--- src/rtl/conv_tile_packer_if.sv ---
// conv_tile_packer_if: narrow word stream in, assembled tile out, each with valid/ready.
interface conv_tile_packer_if #(
    parameter int WORD_W    = 16,
    parameter int TILE_BITS = 100,
    parameter int CNT_W     = 16
);
    logic [WORD_W-1:0]    s_data;
    logic                 s_valid;
    logic                 s_ready;
    logic [TILE_BITS-1:0] tile_out;
    logic                 tile_valid;
    logic                 tile_ready;
    logic [CNT_W-1:0]     tile_count;
    modport master (
        input  s_data, s_valid, tile_ready,
        output s_ready, tile_out, tile_valid, tile_count
    );
    modport slave (
        output s_data, s_valid, tile_ready,
        input  s_ready, tile_out, tile_valid, tile_count
    );
endinterface

--- src/rtl/conv_tile_packer.sv ---
// conv_tile_packer: packs stream words row-major, LSB-first into a tile held stable for the convolution stage.
module conv_tile_packer #(
    parameter int WIDTH_IN = 10,
    parameter int WORD_W   = 16,
    parameter int CNT_W    = 16
) (
    input logic               clk,
    input logic               reset,
    input logic               flush,
    conv_tile_packer_if.master bus
);
    localparam int TILE_BITS = WIDTH_IN * WIDTH_IN;
    localparam int BEATS     = (TILE_BITS + WORD_W - 1) / WORD_W;
    localparam int IDX_W     = BEATS > 1 ? $clog2(BEATS) : 1;
    typedef enum logic {FILL, FULL} state_t;
    state_t               state_q, state_d;
    logic [IDX_W-1:0]     idx_q, idx_d;
    logic [TILE_BITS-1:0] tile_q, tile_d;
    logic [CNT_W-1:0]     cnt_q, cnt_d;
    logic                 accept, handshake, last;
    assign bus.s_ready    = state_q == FILL || bus.tile_ready;
    assign accept         = bus.s_valid && bus.s_ready && !(flush && state_q == FILL);
    assign handshake      = state_q == FULL && bus.tile_ready;
    assign last           = idx_q == IDX_W'(BEATS - 1);
    assign bus.tile_out   = tile_q;
    assign bus.tile_valid = state_q == FULL;
    assign bus.tile_count = cnt_q;
    always_comb begin
        state_d = state_q;
        idx_d   = idx_q;
        tile_d  = tile_q;
        cnt_d   = cnt_q + CNT_W'(handshake);
        // excess bits of the final beat fall outside TILE_BITS and are never written
        for (int i = 0; i < TILE_BITS; i++)
            if (accept && i / WORD_W == int'(idx_q)) tile_d[i] = bus.s_data[i % WORD_W];
        if (state_q == FILL) begin
            if (flush) idx_d = '0;
            else if (accept) begin
                idx_d   = last ? '0 : idx_q + IDX_W'(1);
                state_d = last ? FULL : FILL;
            end
        end else if (bus.tile_ready) begin
            // a beat taken during the handshake starts the next tile
            state_d = accept && BEATS == 1 ? FULL : FILL;
            idx_d   = accept && BEATS > 1 ? IDX_W'(1) : '0;
        end
    end
    always_ff @(posedge clk) begin
        if (reset) begin
            state_q <= FILL;
            idx_q   <= '0;
            tile_q  <= '0;
            cnt_q   <= '0;
        end else begin
            state_q <= state_d;
            idx_q   <= idx_d;
            tile_q  <= tile_d;
            cnt_q   <= cnt_d;
        end
    end
endmodule
--- src/flat_wrapper.sv ---
// flat-port wrapper written by rule: the top's interface ports become plain ports
module conv_tile_packer_flat 
#(
    parameter int WIDTH_IN = 10,
    parameter int WORD_W   = 16,
    parameter int CNT_W    = 16
)
  (clk, reset, flush, bus_s_data, bus_s_valid, bus_tile_ready, bus_s_ready, bus_tile_out, bus_tile_valid, bus_tile_count);
  conv_tile_packer_if #(.WORD_W(WORD_W), .CNT_W(CNT_W)) bus_i ();
  input logic clk;
  input logic reset;
  input logic flush;
  input wire logic [$bits(bus_i.s_data)-1:0] bus_s_data;
  input wire logic [$bits(bus_i.s_valid)-1:0] bus_s_valid;
  input wire logic [$bits(bus_i.tile_ready)-1:0] bus_tile_ready;
  output wire logic [$bits(bus_i.s_ready)-1:0] bus_s_ready;
  output wire logic [$bits(bus_i.tile_out)-1:0] bus_tile_out;
  output wire logic [$bits(bus_i.tile_valid)-1:0] bus_tile_valid;
  output wire logic [$bits(bus_i.tile_count)-1:0] bus_tile_count;
  assign bus_i.s_data = bus_s_data;
  assign bus_i.s_valid = bus_s_valid;
  assign bus_i.tile_ready = bus_tile_ready;
  assign bus_s_ready = bus_i.s_ready;
  assign bus_tile_out = bus_i.tile_out;
  assign bus_tile_valid = bus_i.tile_valid;
  assign bus_tile_count = bus_i.tile_count;
  conv_tile_packer #(.WIDTH_IN(WIDTH_IN), .WORD_W(WORD_W), .CNT_W(CNT_W)) u_core (.clk(clk), .reset(reset), .flush(flush), .bus(bus_i));
endmodule
--- config.mk ---
export PLATFORM = sky130hd
export DESIGN_NAME = conv_tile_packer_flat
export DESIGN_NICKNAME = d
export VERILOG_FILES = /design/src/rtl/conv_tile_packer_if.sv /design/src/rtl/conv_tile_packer.sv /design/src/flat_wrapper.sv
export SDC_FILE = /design/constraint.sdc
export NUM_CORES = 1
export LEC_CHECK = 0
export CAP_MARGIN = 20
export CORE_ASPECT_RATIO = 1.2
export CORE_UTILIZATION = 38
export CTS_BUF_LIST = sky130_fd_sc_hd__clkbuf_16
export CTS_CLUSTER_SIZE = 20
export DETAILED_ROUTE_END_ITERATION = 10
export PLACE_DENSITY = 0.67
export SETUP_SLACK_MARGIN = 0.5
export SYNTH_ARGS = -nofsm -noshare
export SYNTH_HDL_FRONTEND = slang
export SYNTH_SLANG_ARGS = --single-unit
--- constraint.sdc ---
create_clock -name clk -period 5.4 [get_ports clk]
set_clock_uncertainty 0.2 [all_clocks]
set_input_delay 0.81 -clock clk [delete_from_list [all_inputs] [get_ports clk]]
set_output_delay 0.81 -clock clk [all_outputs]
set_load 0.005 [all_outputs]
==> metrics.txt <==
# TYPE chip_impl_metric gauge
chip_impl_metric{name="groute.usage.overall",unit=""} 0.213
chip_impl_metric{name="drcViolationCount",unit=""} 0
chip_impl_metric{name="gpl.final_weighted_congestion",unit=""} 0.819
chip_impl_metric{name="fin_nets",unit=""} 617
chip_impl_metric{name="ys_seq_area_frac",unit=""} 0.518
chip_impl_info{name="layout_common_cells",value="sky130_fd_sc_hd__clkdlybuf4s50_1 (137), sky130_fd_sc_hd__dfxtp_1 (120), sky130_fd_sc_hd__nor2_1 (102), sky130_fd_sc_hd__mux2i_1 (84)"} 1
chip_impl_metric{name="clock_latency",unit="ns"} 0.40
chip_impl_metric{name="leakagePower",unit="nW"} 2.66
chip_impl_metric{name="dieArea",unit="mm2"} 0.0127
chip_impl_metric{name="timing.slew.headroom",unit=""} 0.286
chip_impl_info{name="critical_path.endpoint_type",value="output port"} 1
chip_impl_metric{name="post_cts.repair.setup_buffers",unit=""} 0
chip_impl_metric{name="finalSetupTns",unit="ns"} 0
chip_impl_info{name="hold_class",value="register to register"} 1
chip_impl_info{name="outcome",value="finished, final reports clean"} 1
chip_impl_metric{name="finalSetupViolCount",unit=""} 0
chip_impl_info{name="setup.worst_path.start_class",value="primary input"} 1
chip_impl_info{name="grt_setup_unrepaired",value="false"} 1
chip_impl_metric{name="drtAntennaViolNets",unit=""} 0
chip_impl_metric{name="finalHoldViolations",unit=""} 0
chip_impl_metric{name="ff_latch_count_synth",unit=""} 120
chip_impl_info{name="worstPathCellList",value="clkdlybuf4s50_1, and2b_4, inv_2, clkdlybuf4s50_1"} 1
chip_impl_metric{name="cp.arrival",unit="ns"} 2.18
chip_impl_metric{name="wl_per_cell",unit="um"} 16.6
chip_impl_metric{name="die_h",unit="um"} 123
chip_impl_info{name="critical_path_class",value="primary input to output port"} 1
chip_impl_metric{name="crit_buf_inv",unit=""} 3
chip_impl_metric{name="synth.cell_area",unit="mm2"} 0.00464
chip_impl_metric{name="cts.htree.levels",unit=""} 4
chip_impl_metric{name="postSynthCellCount",unit=""} 464
chip_impl_metric{name="yosysWarnings",unit=""} 0
chip_impl_metric{name="grt_start_max_net_pins",unit=""} 67
chip_impl_metric{name="number_of_nets_produced_by_synthesis",unit=""} 488
chip_impl_metric{name="irDropWorstVdd",unit="V"} 0.000198
chip_impl_metric{name="layout_overhead_on_the_synthesized_area",unit="%"} 44.9
chip_impl_metric{name="clk_pin_slew_worst_paths",unit="ns"} 0.05
chip_impl_metric{name="stdcell_count",unit=""} 763
chip_impl_metric{name="wl_met2",unit="mm"} 6.33
chip_impl_metric{name="p_per_area",unit="mW/mm2"} 328
chip_impl_metric{name="max-cap-violations",unit=""} 0
chip_impl_info{name="tritoncts",value="yes"} 1
chip_impl_metric{name="start_util",unit=""} 0.395
chip_impl_info{name="cts_root_buf",value="sky130_fd_sc_hd__clkbuf_16"} 1
chip_impl_metric{name="total_number_of_placement_rows",unit=""} 43
chip_impl_metric{name="numCtsBuffers",unit=""} 17
chip_impl_metric{name="wl",unit="mm"} 12.6
chip_impl_metric{name="drt_iter0_drc",unit=""} 161
chip_impl_metric{name="tritoncts_num_sinks",unit=""} 120
chip_impl_metric{name="detailroute.wirelength.met3",unit="mm"} 1.10
chip_impl_metric{name="ioPinCount",unit=""} 139
chip_impl_metric{name="post_cts_resized",unit=""} 0
chip_impl_metric{name="proportion_of_layout_cells_with_a_drive_suffix_above_1",unit=""} 0.0759
chip_impl_info{name="routed.top_layer",value="met4"} 1
chip_impl_metric{name="design.core.area",unit="mm2"} 0.0117
chip_impl_metric{name="cts-root-to-sink-buffers",unit=""} 2
chip_impl_metric{name="placed_cells_incl_taps",unit=""} 730
chip_impl_metric{name="dp.final_hpwl",unit="mm"} 8.70
chip_impl_metric{name="number_of_antenna_violations_at_the_first_check_in_global_routing",unit=""} 0
chip_impl_metric{name="drt_first_pass_iters",unit=""} 4
chip_impl_metric{name="netlist-cell-type-count",unit=""} 43
chip_impl_metric{name="fp.dieW",unit="um"} 103
chip_impl_metric{name="globalRoute.totalOverflow",unit=""} 0
chip_impl_metric{name="final_min_period_over_clock_period",unit=""} 0.591
chip_impl_metric{name="crit_path_max_incr_delay",unit="ns"} 0.54
chip_impl_metric{name="timing.fmax",unit="MHz"} 313
chip_impl_info{name="crit_family",value="buffers and inverters"} 1
chip_impl_metric{name="route.layer.met1.wl",unit="mm"} 5.12
chip_impl_metric{name="worst_slew_pin_slew",unit="ns"} 1.07
chip_impl_metric{name="grt_first_pass_wirelength",unit="mm"} 20.0
chip_impl_metric{name="timing.critical_path.fanout_max",unit=""} 8
chip_impl_info{name="critPathMostFrequentCell",value="sky130_fd_sc_hd__clkdlybuf4s50_1"} 1
chip_impl_metric{name="via_count",unit=""} 3749
chip_impl_metric{name="final_max_slew_viol_count",unit=""} 0
chip_impl_metric{name="io_buffer_count",unit=""} 138
chip_impl_metric{name="cts_hold_buffers",unit=""} 0
chip_impl_info{name="crit_path_top_delay_cell",value="sky130_fd_sc_hd__clkdlybuf4s50_1"} 1
chip_impl_metric{name="insertedDiodeCount",unit=""} 0
chip_impl_info{name="layout_commonest_cell",value="sky130_fd_sc_hd__clkdlybuf4s50_1"} 1
chip_impl_metric{name="worstPathRequired",unit="ns"} 4.39
chip_impl_metric{name="postSynthAreaPerCell",unit="um2"} 9.99
chip_impl_metric{name="first_global_vias",unit=""} 3818
chip_impl_metric{name="layout_min_cycle_time",unit="ns"} 3.19
chip_impl_metric{name="via_per_inst",unit=""} 4.91
[worst reg2reg max path, delay by kind of cell (launching register included)]
family,cells,cell delay [ns]
AND/OR/NAND/NOR,4,1.10
flip-flops,1,0.57
adder cells (fa/ha/maj),1,0.14
multiplexers,1,0.29
[registers in the layout, indices dropped and copies added, names as in the netlist]
signal                 cells
u_core.bus.tile_count     16
u_core.bus.tile_out      100
u_core.bus.tile_valid      1
u_core.idx_q               3
[cell type report]
| class | instances | area, um2 |
|---|---|---|
| clock buffers | 17 | 425 |
| clock inverters | 15 | 209 |
| fillers | 1083 | 5010 |
| inverters | 6 | 22.5 |
| multi-input cells | 308 | 2050 |
| flip-flops and latches | 120 | 2400 |
| well taps | 157 | 196 |
| repair buffers | 140 | 1410 |
[power by group]
group,internal [mW],leakage (nW),switching [mW]
sequential,0.895,0.969,0.00646
combinational,0.0449,1.38,0.0554
clock,0.811,0.307,0.393
total,1.75,2.66,0.455
[worst paths after layout]
check | from | end | slack, ns | cells past startpoint
worst max-delay path | bus_tile_ready | bus_s_ready | 2.21 | 4
worst min-delay path | u_core.bus.tile_out[69] | u_core.bus.tile_out[69] | 0.27 | 2
worst max register to register | u_core.idx_q[0] | u_core.bus.tile_out[56] | 2.97 | 6
worst min register to register | u_core.bus.tile_out[69] | u_core.bus.tile_out[69] | 0.27 | 2
[cell usage after synthesis]
library cell,n,area share
sky130_fd_sc_hd__buf_4,4,0.0065
sky130_fd_sc_hd__a22oi_1,1,0.0016
sky130_fd_sc_hd__xnor2_1,11,0.021
sky130_fd_sc_hd__clkbuf_2,2,0.0022
sky130_fd_sc_hd__inv_2,1,0.00081
sky130_fd_sc_hd__nor2_1,102,0.083
sky130_fd_sc_hd__nand3_2,2,0.0043
sky130_fd_sc_hd__o31ai_1,1,0.0016
sky130_fd_sc_hd__buf_1,1,0.00081
sky130_fd_sc_hd__xor2_1,1,0.0019
sky130_fd_sc_hd__and4_1,2,0.0038
sky130_fd_sc_hd__nor3b_1,1,0.0016
sky130_fd_sc_hd__nor4b_2,1,0.0032
sky130_fd_sc_hd__dfxtp_1,120,0.52
sky130_fd_sc_hd__nand2b_1,1,0.0014
sky130_fd_sc_hd__and4bb_2,2,0.0054
sky130_fd_sc_hd__a2111oi_0,1,0.0019
sky130_fd_sc_hd__mux2i_1,84,0.18
sky130_fd_sc_hd__nor3_1,4,0.0043
sky130_fd_sc_hd__buf_6,4,0.0097
sky130_fd_sc_hd__nand3_1,21,0.023
sky130_fd_sc_hd__buf_2,3,0.0032
sky130_fd_sc_hd__nor4_1,4,0.0054
sky130_fd_sc_hd__nand3_4,1,0.0038
sky130_fd_sc_hd__and2b_4,1,0.0022
sky130_fd_sc_hd__a21o_1,1,0.0016
sky130_fd_sc_hd__or3_1,2,0.0027
sky130_fd_sc_hd__or2_2,1,0.0014
sky130_fd_sc_hd__nand2_1,4,0.0032
sky130_fd_sc_hd__nor3_4,2,0.0070
sky130_fd_sc_hd__a21oi_1,21,0.023
sky130_fd_sc_hd__and2_1,2,0.0027
sky130_fd_sc_hd__and3b_1,1,0.0019
sky130_fd_sc_hd__o21ai_0,19,0.021
sky130_fd_sc_hd__nand4_2,1,0.0027
sky130_fd_sc_hd__clkbuf_1,16,0.013
sky130_fd_sc_hd__ha_1,3,0.0081
sky130_fd_sc_hd__nor2b_1,4,0.0054
sky130_fd_sc_hd__nand4_1,3,0.0040
sky130_fd_sc_hd__and3_1,1,0.0014
sky130_fd_sc_hd__inv_1,5,0.0040
sky130_fd_sc_hd__nand3b_1,1,0.0016
sky130_fd_sc_hd__nand4b_4,1,0.0051
[metrics by stage]
stage	hold slack, ns	util	total power, mW	instance area, um2	setup WS, ns
after floorplan	0.270	-	0.965	4640	3.07
after global placement	0.264	0.516	1.02	6050	2.19
after detailed placement	0.267	0.518	1.02	6080	2.18
after CTS	0.274	0.572	2.23	6710	2.20
after global routing	0.298	0.573	2.28	6720	2.15
final	0.273	0.573	2.21	6720	2.21
[layer usage]
layer	global-route usage	vias up
met5	0	-
met4	0.0713	0
li1	-	1843
met1	0.241	1796
met2	0.348	104
met3	0.103	6
[cell families after synthesis]
| group | Yosys count | share of synthesized area |
|---|---|---|
| AND/OR/NAND/NOR | 165 | 0.180 |
| XOR/XNOR | 12 | 0.0227 |
| adder cells (fa/ha/maj) | 3 | 0.00810 |
| AO/OA/AOI/OAI | 44 | 0.0499 |
| buffers and inverters | 36 | 0.0402 |
| flip-flops | 120 | 0.518 |
| multiplexers | 84 | 0.181 |
Power figures use the tool's default switching activity.
